<file path="src/rtl/bcd_conv_arbiter_if.sv">
// Bus bundle for bcd_conv_arbiter.
//   master : requesters side (drives req/bin_data, observes results)
//   slave  : converter side
// Signals: req[REQ_N], bin_data[16*REQ_N], ack[REQ_N], bcd_out[20],
//          bcd_valid, grant_id[2], busy.
interface bcd_conv_arbiter_if #(parameter int REQ_N = 3);
  logic [REQ_N-1:0]    req;
  logic [16*REQ_N-1:0] bin_data;
  logic [REQ_N-1:0]    ack;
  logic [19:0]         bcd_out;
  logic                bcd_valid;
  logic [1:0]          grant_id;
  logic                busy;

  modport master (output req, bin_data,
                  input  ack, bcd_out, bcd_valid, grant_id, busy);
  modport slave  (input  req, bin_data,
                  output ack, bcd_out, bcd_valid, grant_id, busy);
endinterface

</file>
<file path="src/rtl/bcd_conv_arbiter.sv">
// Shared 16-bit binary -> 5-digit BCD converter with round-robin arbitration
// among REQ_N (2..4) requesters. Double-dabble, one bit per cycle:
// IDLE (capture) -> 16 x SHIFT -> DONE (bcd_valid + ack pulse) -> IDLE.
// Ports:
//   clk    : clock, rising edge
//   rst_n  : synchronous active-low reset
//   bus    : bcd_conv_arbiter_if.slave (req, bin_data, ack, bcd_out,
//            bcd_valid, grant_id, busy)
// Optional build macro: BCD_LEADING_ZERO_BLANK_EN -- leading zero digits of
// the result are shown as 4'hF (units digit never blanked, 16'hFFFF
// sentinel unaffected).
module bcd_conv_arbiter #(
  parameter int REQ_N = 3
) (
  input  logic              clk,
  input  logic              rst_n,
  bcd_conv_arbiter_if.slave bus
);

  typedef enum logic [1:0] {IDLE, SHIFT, DONE} state_t;

  state_t      state, state_nxt;
  logic [3:0]  cnt;
  logic [15:0] op;
  logic [19:0] sh, adj, sh_nxt;
  logic        sentinel;
  logic [1:0]  ptr, gid, win;
  logic        any;
  logic [15:0] sel_op;
  logic [19:0] bcd_q;

  // (p + i) mod REQ_N, p < REQ_N and i < REQ_N
  function automatic logic [1:0] rr_idx(input logic [1:0] p, input int i);
    int s;
    s = int'(p) + i;
    if (s >= REQ_N) s = s - REQ_N;
    return s[1:0];
  endfunction

`ifdef BCD_LEADING_ZERO_BLANK_EN
  function automatic logic [19:0] fmt(input logic [19:0] v);
    logic [19:0] r;
    logic        lead;
    r    = v;
    lead = 1'b1;
    for (int d = 4; d >= 1; d--) begin
      if (lead && (v[4*d +: 4] == 4'd0)) r[4*d +: 4] = 4'hF;
      else                               lead = 1'b0;
    end
    return r;
  endfunction
`else
  function automatic logic [19:0] fmt(input logic [19:0] v);
    return v;
  endfunction
`endif

  // Round-robin pick: walk offsets high to low so the smallest offset
  // from ptr (highest priority) is the last writer.
  always_comb begin
    win = '0;
    any = 1'b0;
    for (int i = REQ_N-1; i >= 0; i--) begin
      if (bus.req[rr_idx(ptr, i)]) begin
        win = rr_idx(ptr, i);
        any = 1'b1;
      end
    end
  end

  always_comb begin
    sel_op = '0;
    for (int k = 0; k < REQ_N; k++)
      if (win == 2'(k)) sel_op = bus.bin_data[16*k +: 16];
  end

  // Add-3 correction per digit, then shift in next operand bit.
  for (genvar d = 0; d < 5; d++) begin : g_dig
    assign adj[4*d +: 4] = (sh[4*d +: 4] > 4'd4) ? sh[4*d +: 4] + 4'd3
                                                 : sh[4*d +: 4];
  end
  assign sh_nxt = {adj[18:0], op[15]};

  // State register
  always_ff @(posedge clk) begin
    if (!rst_n) state <= IDLE;
    else        state <= state_nxt;
  end

  // Next-state
  always_comb begin
    state_nxt = state;
    case (state)
      IDLE:    if (any) state_nxt = SHIFT;
      SHIFT:   if (cnt == 4'd15) state_nxt = DONE;
      DONE:    state_nxt = IDLE;
      default: state_nxt = IDLE;
    endcase
  end

  // Outputs
  always_comb begin
    bus.busy      = (state != IDLE);
    bus.bcd_valid = (state == DONE);
    bus.ack       = '0;
    for (int k = 0; k < REQ_N; k++)
      bus.ack[k] = (state == DONE) && (gid == 2'(k));
  end

  assign bus.bcd_out  = bcd_q;
  assign bus.grant_id = gid;

  // Datapath; capture happens only on IDLE->SHIFT so later req/operand
  // changes cannot disturb a running conversion.
  always_ff @(posedge clk) begin
    if (!rst_n) begin
      op       <= '0;
      sh       <= '0;
      cnt      <= '0;
      sentinel <= 1'b0;
      gid      <= '0;
      ptr      <= '0;
      bcd_q    <= '0;
    end else begin
      case (state)
        IDLE: if (any) begin
          op       <= sel_op;
          sentinel <= (sel_op == 16'hFFFF);
          gid      <= win;
          ptr      <= rr_idx(win, 1);
          sh       <= '0;
          cnt      <= '0;
        end
        SHIFT: begin
          op  <= {op[14:0], 1'b0};
          sh  <= sh_nxt;
          cnt <= cnt + 4'd1;
          if (cnt == 4'd15)
            bcd_q <= sentinel ? 20'hFFFFF : fmt(sh_nxt);
        end
        default: ;
      endcase
    end
  end

endmodule

</file>
<file path="src/flat_wrapper.sv">
// flat-port wrapper written by rule: the top's interface ports become plain ports
module bcd_conv_arbiter_flat 
#(
  parameter int REQ_N = 3
)
  (clk, rst_n, bus_req, bus_bin_data, bus_ack, bus_bcd_out, bus_bcd_valid, bus_grant_id, bus_busy);
  bcd_conv_arbiter_if #(.REQ_N(REQ_N)) bus_i ();
  input  logic clk;
  input  logic rst_n;
  input wire logic [$bits(bus_i.req)-1:0] bus_req;
  input wire logic [$bits(bus_i.bin_data)-1:0] bus_bin_data;
  output wire logic [$bits(bus_i.ack)-1:0] bus_ack;
  output wire logic [$bits(bus_i.bcd_out)-1:0] bus_bcd_out;
  output wire logic [$bits(bus_i.bcd_valid)-1:0] bus_bcd_valid;
  output wire logic [$bits(bus_i.grant_id)-1:0] bus_grant_id;
  output wire logic [$bits(bus_i.busy)-1:0] bus_busy;
  assign bus_i.req = bus_req;
  assign bus_i.bin_data = bus_bin_data;
  assign bus_ack = bus_i.ack;
  assign bus_bcd_out = bus_i.bcd_out;
  assign bus_bcd_valid = bus_i.bcd_valid;
  assign bus_grant_id = bus_i.grant_id;
  assign bus_busy = bus_i.busy;
  bcd_conv_arbiter #(.REQ_N(REQ_N)) u_core (.clk(clk), .rst_n(rst_n), .bus(bus_i));
endmodule
</file>
<file path="config.mk">
export PLATFORM = sky130hd
export DESIGN_NAME = bcd_conv_arbiter_flat
export DESIGN_NICKNAME = d
export VERILOG_FILES = /design/src/rtl/bcd_conv_arbiter_if.sv /design/src/rtl/bcd_conv_arbiter.sv /design/src/flat_wrapper.sv
export SDC_FILE = /design/constraint.sdc
export NUM_CORES = 1
export LEC_CHECK = 0
export ABC_AREA = 0
export BUFFER_PORTS_ARGS = -buffer_cell sky130_fd_sc_hd__buf_2
export CAP_MARGIN = 20
export CELL_PAD_IN_SITES_DETAIL_PLACEMENT = 1
export CELL_PAD_IN_SITES_GLOBAL_PLACEMENT = 2
export CORE_UTILIZATION = 36
export CTS_BUF_LIST = sky130_fd_sc_hd__clkbuf_8
export DETAILED_ROUTE_END_ITERATION = 6
export PLACE_DENSITY_LB_ADDON = 0.1
export SYNTH_ARGS = -nofsm -noshare
export SYNTH_HDL_FRONTEND = slang
export SYNTH_SLANG_ARGS = --single-unit
</file>
<file path="constraint.sdc">
create_clock -name clk -period 4.4 [get_ports clk]
set_input_delay 0.22 -clock clk [delete_from_list [all_inputs] [get_ports clk]]
set_output_delay 0.22 -clock clk [all_outputs]
set_load 0.005 [all_outputs]
</file>
==> run metrics, run 1 <==
main area contributors after synthesis=dfxtp_1 34%, a21oi_1 10%, mux2i_1 4.9%; die area=between 10000 and 15000 um2; grt ovf=0; vias=roughly 3600; clock sink count=67; Hold Crit Class=primary input to flop; post-route setup TNS=0 ns; syn_nets=around 530; DR iter-0 viols=roughly 130; initial antenna violation count=0; Fin Clk Skew=about 0.0085 ns; number of global-route vias before repair=3648; Max Freq=between 0.2 and 0.3 GHz; CTS resizes=0; post-synth cell types=41; Rel. slew slack=0.326; maximum vdd ir drop=0.000346 V; Port Buffers=around 80; pin count of the biggest net entering global routing=36; Die Height=about 110 um; Synth Cell Area=between 3000 and 4000 um2; hold_ws=about 0.34 ns; multi-input logic area=~2200 um2; Setup crit start kind=flop; PwrDens=between 500 and 600 nW/um2; predominant post-synthesis flop cell=dfxtp_1; share of cells above drive strength 1=0.203; DRC Markers=0; Hold-fix buffers, CTS=0; Worst setup EP type=flop; Area Growth Syn to Fin=15.5%; Async S/R FF share, synth=0; Worst Path Required=4.64 ns; sequential area share after synthesis=0.345; Num CTS Buffers=9; gpl congestion=roughly 0.78; Hold Vio Cnt, Final=0; top-count cell post-synth=a21oi_1; Starting Density=0.373; Horiz. Die Dim=106 um; nets=592; core area=10400 um2; Routed WL per cell=between 15 and 20 um; Clock transition at path regs=0.08 ns; DP Area=approximately 4300 um2; peak per-stage delay on the critical path=slightly below 0.8 ns; first-pass GRT wire length=18.1 mm; EDFF count, synth=0; FP Rows=37; dpl hpwl=just under 8 mm; DRT Wirelength=10.7 mm; Yosys top cell area share=0.345; Yosys warning total=0; min Tclk post-route=between 3 and 4 ns; I/O Pins=80; Max clock buf depth=2; #FFs+latches synth=67; syn_area_per_cell=between 8 and 9 um2; worst path cell trace=inv_1, ha_1, nor2b_1, o211ai_1, a2bb2oi_1, o22a_1, ha_1, a21oi_1, a21oi_1, nand4_1, or4_1, a211oi_1; critical path arrival=between 4 and 5 ns; Final Cell Area=approximately 4500 um2; final setup fails=0; ANT cells=0; RSZ-0062 raised after global routing=false; Worst-Margin Slew=1.01 ns; Final ANT Viol Nets=0; crit path max fanout=33; leading area contributor after synthesis=dfxtp_1; register area=about 1300 um2; top post-synthesis cells by count=80 x a21oi_1, 67 x dfxtp_1, 39 x inv_1, 31 x nor2_1, 23 x o21ai_0; run status=finished, final reports clean; Setup Fix Bufs, Post-CTS=0; H-tree levels=3; Pre-Repair DR Iteration Count=5; TritonCTS clock tree=done; FILL cells=between 1000 and 1500; worst skew pair latency=0.34 ns; final slew viol count=0; Final Power=2.34 mW; max-cap violations=0; Pleak=~2.0 nW; Vias/cell=5.33; critical path class=flop to flop; slowest CP cell=ha_1; Syn Inst Count=roughly 470; GRT Total Usage=0.201; final worst path period share=0.875; clk root buf=clkbuf_8
cells by family after synthesis:
family / after synthesis / synth area share
buffers and inverters: 72 / 0.0859
and+or+nand+nor: 116 / 0.170
xor gates and xnor gates: 7 / 0.0158
DFF: 67 / 0.345
adders and majority gates: 13 / 0.0418
AOI/OAI and AO/OA: 167 / 0.282
muxes: 23 / 0.0605
sequential cells by signal, indices dropped and copies added (netlist names):
signal,cells
u_core.cnt,4
u_core.sentinel,1
u_core.op,16
u_core.ptr,2
u_core.state,2
u_core.bus.grant_id,2
u_core.bus.bcd_out,20
u_core.sh,20
layout make-up:
cell class,count,share of cell area
Clock buffer,13,0.0398
Sequential cell,67,0.299
Clock inverter,3,0.00446
Multi-Input combinational cell,326,0.493
Inverter,40,0.0334
Timing Repair Buffer,82,0.0930
Tap cell,136,0.0379
placed cells by master (no fill, tap or decap), types with 9 or more instances in the layout:
cell,instances
o2bb2ai_1,13
o211a_1,15
nor2_1,31
nor3b_1,22
nand3b_1,16
mux2i_1,19
ha_1,13
a22o_1,9
o21ai_0,23
nand2_1,10
nor2b_1,18
inv_1,39
dfxtp_1,67
clkbuf_8,13
a21oi_1,80
buf_2,79
path summary, 6_finish.rpt:
path	from	endpoint	slack (ns)	depth (start not counted)
max	u_core.ptr[0]	u_core.sentinel	0.55	12
min	bus_req[1]	u_core.bus.grant_id[0]	0.34	5
max reg2reg	u_core.ptr[0]	u_core.sentinel	0.55	12
min reg2reg	u_core.op[15]	u_core.sh[0]	0.48	1
power by group:
group | internal [mW] | leakage [nW] | switching (mW)
Clock | 0.265 | 0.0977 | 0.238
Sequential | 0.694 | 0.545 | 0.0539
Combinational | 0.444 | 1.35 | 0.641
Total | 1.40 | 1.99 | 0.932
through the flow:
stage,setup slack (ns),util,cells
after global routing,0.103,0.431,667
final,0.552,0.431,667
after detailed placement,0.587,0.412,651
after floorplan,1.37,-,465
after CTS,0.548,0.431,667
after global placement,0.757,0.412,651
worst max-delay path: cells and delay by family (launching register included):
family	cells	cell delay, ns
compound gates	6	1.23
fa+ha+maj	2	1.21
buf+inv	1	0.07
flops	1	0.37
simple gates	3	0.85
per-layer routing:
layer / track usage / part of all wire / vias up
met1: 0.262 / 0.49 / 1717
met5: 0 / 0 / -
li1: - / - / 1784
met4: 0.0387 / 0.0058 / 0
met3: 0.0484 / 0.032 / 6
met2: 0.340 / 0.47 / 45
Power figures use the tool's default switching activity.
==> run 2: changes to the inputs <==
--- a/config.mk
+++ b/config.mk
@@ -10,10 +10,11 @@
 export CAP_MARGIN = 20
 export CELL_PAD_IN_SITES_DETAIL_PLACEMENT = 1
 export CELL_PAD_IN_SITES_GLOBAL_PLACEMENT = 2
-export CORE_UTILIZATION = 36
+export CORE_UTILIZATION = 33
 export CTS_BUF_LIST = sky130_fd_sc_hd__clkbuf_8
 export DETAILED_ROUTE_END_ITERATION = 6
 export PLACE_DENSITY_LB_ADDON = 0.1
 export SYNTH_ARGS = -nofsm -noshare
 export SYNTH_HDL_FRONTEND = slang
 export SYNTH_SLANG_ARGS = --single-unit
+export TNS_END_PERCENT = 10
==> constraint.sdc (replaced) <==
create_clock -name clk -period 3.6 [get_ports clk]
set_input_delay 0.18 -clock clk [delete_from_list [all_inputs] [get_ports clk]]
set_output_delay 0.18 -clock clk [all_outputs]
set_load 0.005 [all_outputs]
==> run 2 against run 1 <==
  * Cell count up 2.5%
  * Combinational power up 29%
  * Via count up 1.0%
  * Largest power group unchanged
  * Highest routed layer unchanged
==> run metrics, run 2 (same netlist as run 1, synthesis figures left out) <==
DR iter-0 viols=about 230; FILL cells=roughly 1400; Starting Density=0.339; critical path class=flop to flop; Hold Vio Cnt, Final=0; I/O Pins=80; GRT Total Usage=0.185; grt ovf=0; critical path arrival=approximately 3.6 ns; CP bufs+invs=3; DRC Markers=0; final core utilization=0.400; most common cell after layout, fill and taps aside=a21oi_1; PwrDens=~640 nW/um2; Hold Crit Class=primary input to flop; fin cells=between 600 and 700; run status=finished, final reports clean; final setup fails=0; setup ws final=roughly 0.27 ns; max-cap violations=0; hold_ws=between 0.2 and 0.25 ns; Worst-Margin Slew=about 0.91 ns; dpl hpwl=roughly 8 mm; Vias/cell=5.25; Worst setup EP type=flop; Pleak=about 2.1 nW; cell count of the worst hold path=3; Horiz. Die Dim=roughly 110 um; CP top delay family=compound AO/OA/AOI/OAI gates; die area=approximately 12000 um2; min Tclk post-route=around 3.3 ns; clock sink count=67; Die Height=roughly 110 um; slowest CP cell=or4_1; Hold-fix buffers, CTS=0; clk root buf=clkbuf_8; Final Cell Area=between 4000 and 5000 um2; number of global-route vias before repair=between 3000 and 4000; first-pass GRT wire length=18.4 mm; commonest cells after routing, fill and taps aside=80 x a21oi_1, 79 x buf_2, 67 x dfxtp_1; RSZ-0062 raised after global routing=false; Final Power=a little under 3 mW; Worst Path Required=just under 4 ns; Routed WL per cell=~16 um; vias=3589; post-route setup TNS=0 ns; r2r startpoint=u_core.ptr[0]; core area=approximately 11000 um2; share of cells above drive strength 1=0.216; DRT Wirelength=around 11 mm; H-tree levels=3; r2r setup slk=around 0.27 ns; pre-CTS WS=between 0.2 and 0.3 ns; nets=602; reg-to-reg critical path endpoint=u_core.sentinel; pin count of the biggest net entering global routing=50; Final ANT Viol Nets=0; maximum vdd ir drop=roughly 0.00027 V; Area Growth Syn to Fin=17.9%; Clock transition at path regs=0.08 ns; TritonCTS clock tree=done; final worst path period share=0.926; Num CTS Buffers=9; peak per-stage delay on the critical path=roughly 0.50 ns; R2R cell count=14; worst path cell trace=inv_1, ha_1, buf_4, nand2_1, o211ai_1, a2bb2oi_1, o22a_1, ha_1, buf_4, nand3b_1, a21oi_1, nand4_1, or4_1, a211oi_1; crit path max fanout=33; worst skew pair latency=between 0.3 and 0.4 ns; Hold EP=u_core.state[0]; placed cells=roughly 670; final slew viol count=0; Port Buffers=79; Setup crit start kind=flop; gpl congestion=0.735; Rel. slew slack=0.392; ANT cells=0; DP Area=~4400 um2; CTS resizes=0; Pre-Repair DR Iteration Count=4; HP Start=rst_n; Fin Clk Skew=about 0.013 ns; Max Freq=around 0.30 GHz; Max clock buf depth=2; Setup Fix Bufs, Post-CTS=0; FP Rows=39; initial antenna violation count=0
run 2: cell count changes in the layout (fill, tap and decap cells not counted):
cell,change
buf_4,+9
inv_1,+1
buf_12,+1
clkinv_2,+2
bufinv_16,+1
clkinvlp_4,-1
clkbuf_8,-3
run 2: where the power goes:
part           switching (mW)  internal, mW  leakage, nW  total, mW
Combinational           0.819         0.593         1.40       1.41
Sequential             0.0655         0.848        0.545      0.913
Clock                   0.293         0.333        0.103      0.626
Total                    1.18          1.77         2.05       2.95
run 2: worst max-delay path by stage:
stage                              from               to  slack [ns]  cells after the start
after floorplan           u_core.ptr[0]  u_core.sentinel        0.57                     15
after global placement    u_core.ptr[0]  u_core.sentinel        0.34                     14
after detailed placement  u_core.ptr[0]  u_core.sentinel        0.26                     14
after CTS                 u_core.ptr[0]  u_core.sentinel        0.24                     14
after global routing      u_core.ptr[0]  u_core.sentinel        0.04                     14
final                     u_core.ptr[0]  u_core.sentinel        0.27                     14
run 2: tightest hold or removal path: stages:
cell	delay (ns)
buf_2	0.12
clkinv_1	0.15
a21oi_1	0.06
run 2: cell type report:
| type | instances | area, um2 | share of cell area |
|---|---|---|---|
| Multi-Input combinational cell | 326 | 2210 | 0.483 |
| Sequential cell | 67 | 1340 | 0.293 |
| Timing Repair Buffer | 92 | 505 | 0.110 |
| Tap cell | 143 | 179 | 0.0390 |
| Inverter | 40 | 150 | 0.0328 |
| Clock buffer | 10 | 138 | 0.0300 |
| Clock inverter | 6 | 56.3 | 0.0123 |
run 2: per-layer routing:
layer / up-vias / GRT usage / wire length (um)
li1: 1807 / - / -
met1: 1705 / 0.254 / 5560
met2: 71 / 0.292 / 4820
met3: 6 / 0.0450 / 473
met4: 0 / 0.0444 / 55
met5: - / 0 / 0
==> run 3: changes to the inputs <==
--- a/config.mk
+++ b/config.mk
@@ -7,13 +7,13 @@
 export LEC_CHECK = 0
 export ABC_AREA = 0
 export BUFFER_PORTS_ARGS = -buffer_cell sky130_fd_sc_hd__buf_2
-export CAP_MARGIN = 20
+export CAP_MARGIN = 25
 export CELL_PAD_IN_SITES_DETAIL_PLACEMENT = 1
 export CELL_PAD_IN_SITES_GLOBAL_PLACEMENT = 2
 export CORE_UTILIZATION = 33
 export CTS_BUF_LIST = sky130_fd_sc_hd__clkbuf_8
 export DETAILED_ROUTE_END_ITERATION = 6
-export PLACE_DENSITY_LB_ADDON = 0.1
+export PLACE_DENSITY = 0.92
 export SYNTH_ARGS = -nofsm -noshare
 export SYNTH_HDL_FRONTEND = slang
 export SYNTH_SLANG_ARGS = --single-unit
==> run 3 against run 2 <==
  * Combinational power is essentially flat
  * Count of clock-buffer cells in the layout fell by 1
  * Final area is 0.30% higher
  * Non-clock buffer count fell by 1
  * Routed wire length barely moved
  * Cell count fell by 0.15%
  * Fmax shrank 0.35%
  * Worst setup slack worse by 0.012 ns
  * Register-to-register slack about the same
  * Critical endpoint unchanged
  * Largest cell class unchanged
==> run metrics, run 3 (same netlist as run 1, synthesis figures left out) <==
run status=finished, final reports clean; R2R cell count=14; DRT Wirelength=about 11 mm; nets=between 600 and 700; r2r startpoint=u_core.ptr[0]; pin count of the biggest net entering global routing=51; CP bufs+invs=3; Setup crit start kind=flop; FP Rows=39; Hold-fix buffers, CTS=0; RSZ-0062 raised after global routing=false; top sig layer=met4; max-cap violations=0; H-tree levels=3; GRT Total Usage=0.182; CP top delay family=compound AO/OA/AOI/OAI gates; critical path arrival=approximately 3.6 ns; min Tclk post-route=around 3.3 ns; die area=approximately 12000 um2; slowest CP cell=or4_1; vias=between 3000 and 4000; maximum vdd ir drop=0.000296 V; DRC Markers=0; Hold Crit Class=primary input to flop; Port Buffers=79; peak per-stage delay on the critical path=between 0.5 and 0.6 ns; Worst Path Required=between 3 and 4 ns; CP Launch Point=u_core.ptr[0]; Num CTS Buffers=9; Hold Vio Cnt, Final=0; cell count of the worst hold path=5; final core utilization=0.401; Pre-Repair DR Iteration Count=4; I/O Pins=80; gpl congestion=between 0.7 and 0.8; Fin Clk Skew=~0.018 ns; core area=11500 um2; Max Freq=~0.3 GHz; Crit path depth=14; Met3 Wirelength=between 200 and 300 um; clock sink count=67; Final ANT Viol Nets=0; Rel. slew slack=0.398; crit path max fanout=28; Horiz. Die Dim=111 um; share of cells above drive strength 1=0.219; CP endpoint=u_core.sentinel; TritonCTS clock tree=done; DR iter-0 viols=169; dpl hpwl=around 8.0 mm; worst skew pair latency=around 0.35 ns; DR WL met2=5.33 mm; first-pass GRT wire length=approximately 18 mm; FILL cells=~1400; Area Growth Syn to Fin=18.2%; initial antenna violation count=0; PwrDens=~650 nW/um2; hold_ws=approximately 0.28 ns; clk root buf=clkbuf_8; Clock transition at path regs=~0.080 ns; most common cell after layout, fill and taps aside=a21oi_1; Max clock buf depth=2; Starting Density=0.339; final slew viol count=0; grt ovf=0; Die Height=approximately 110 um; Pleak=2.04 nW; Worst-Margin Slew=approximately 0.9 ns; Worst setup EP type=flop; Vias/cell=about 5.3; Final Power=between 2 and 3 mW; worst path cell trace=inv_1, ha_2, nor2b_1, o211ai_1, a2bb2oi_1, o22a_1, inv_1, ha_1, buf_12, nor2b_1, a21oi_1, nand4_1, or4_1, a211oi_1; number of global-route vias before repair=3718; final worst path period share=0.929; critical path class=flop to flop; Routed WL per cell=between 15 and 20 um; met1 wire length=between 5 and 6 mm; reg-to-reg critical path endpoint=u_core.sentinel; ANT cells=0; final setup fails=0; r2r setup slk=about 0.25 ns; commonest cells after routing, fill and taps aside=80 x a21oi_1, 79 x buf_2, 67 x dfxtp_1; post-route setup TNS=0 ns
## run 3: routing by layer
layer,vias up,global-route usage
met3,10,0.0274
met4,0,0.0427
met2,52,0.311
li1,1801,-
met5,-,0
met1,1784,0.240
## run 3: power by group
group          internal, mW  switching [mW]
registers             0.848          0.0775
logic                 0.606           0.812
clock network         0.323           0.322
total                  1.78            1.21
## run 3: layout make-up
class | count | area (um2) | share of cell area
clock buffers | 9 | 124 | 0.0269
clock inverters | 7 | 76.3 | 0.0166
inverters | 40 | 150 | 0.0327
multi-input cells | 326 | 2220 | 0.482
flip-flops and latches | 67 | 1340 | 0.292
well taps | 143 | 179 | 0.0389
repair buffers | 91 | 510 | 0.111
## run 3: worst min path at each step
| stage | from | end | slack (ns) |
|---|---|---|---|
| 2_1_floorplan | u_core.sh[19] | u_core.sh[19] | 0.45 |
| 3_3_place_gp | u_core.op[15] | u_core.sh[0] | 0.46 |
| 3_5_place_dp | u_core.sh[17] | u_core.sh[17] | 0.48 |
| 4_1_cts | bus_bin_data[0] | u_core.op[0] | 0.27 |
| 5_1_grt | bus_bin_data[0] | u_core.op[0] | 0.31 |
| 6_report | bus_bin_data[0] | u_core.op[0] | 0.28 |
## run 3: what timing repair did
item / CTS / global route
endpoints found under the setup margin: 0 / 1
resized for setup: 0 / 1
buffers inserted: 0 / 0
## run 3: tightest hold or removal path, delay by kind of cell
kind                   cells  cell delay, ns
AO/OA/AOI/OAI              2            0.14
AND/OR/NAND/NOR            2            0.15
buffers and inverters      1            0.10
## run 3: through the flow
stage / cells / cell area (um2) / setup WS [ns]
6_report: 683 / 4600 / 0.255
5_1_grt: 683 / 4600 / 0.00311
4_1_cts: 683 / 4600 / 0.146
3_5_place_dp: 667 / 4400 / 0.191
3_3_place_gp: 667 / 4400 / 0.330
2_1_floorplan: 465 / 3890 / 0.573
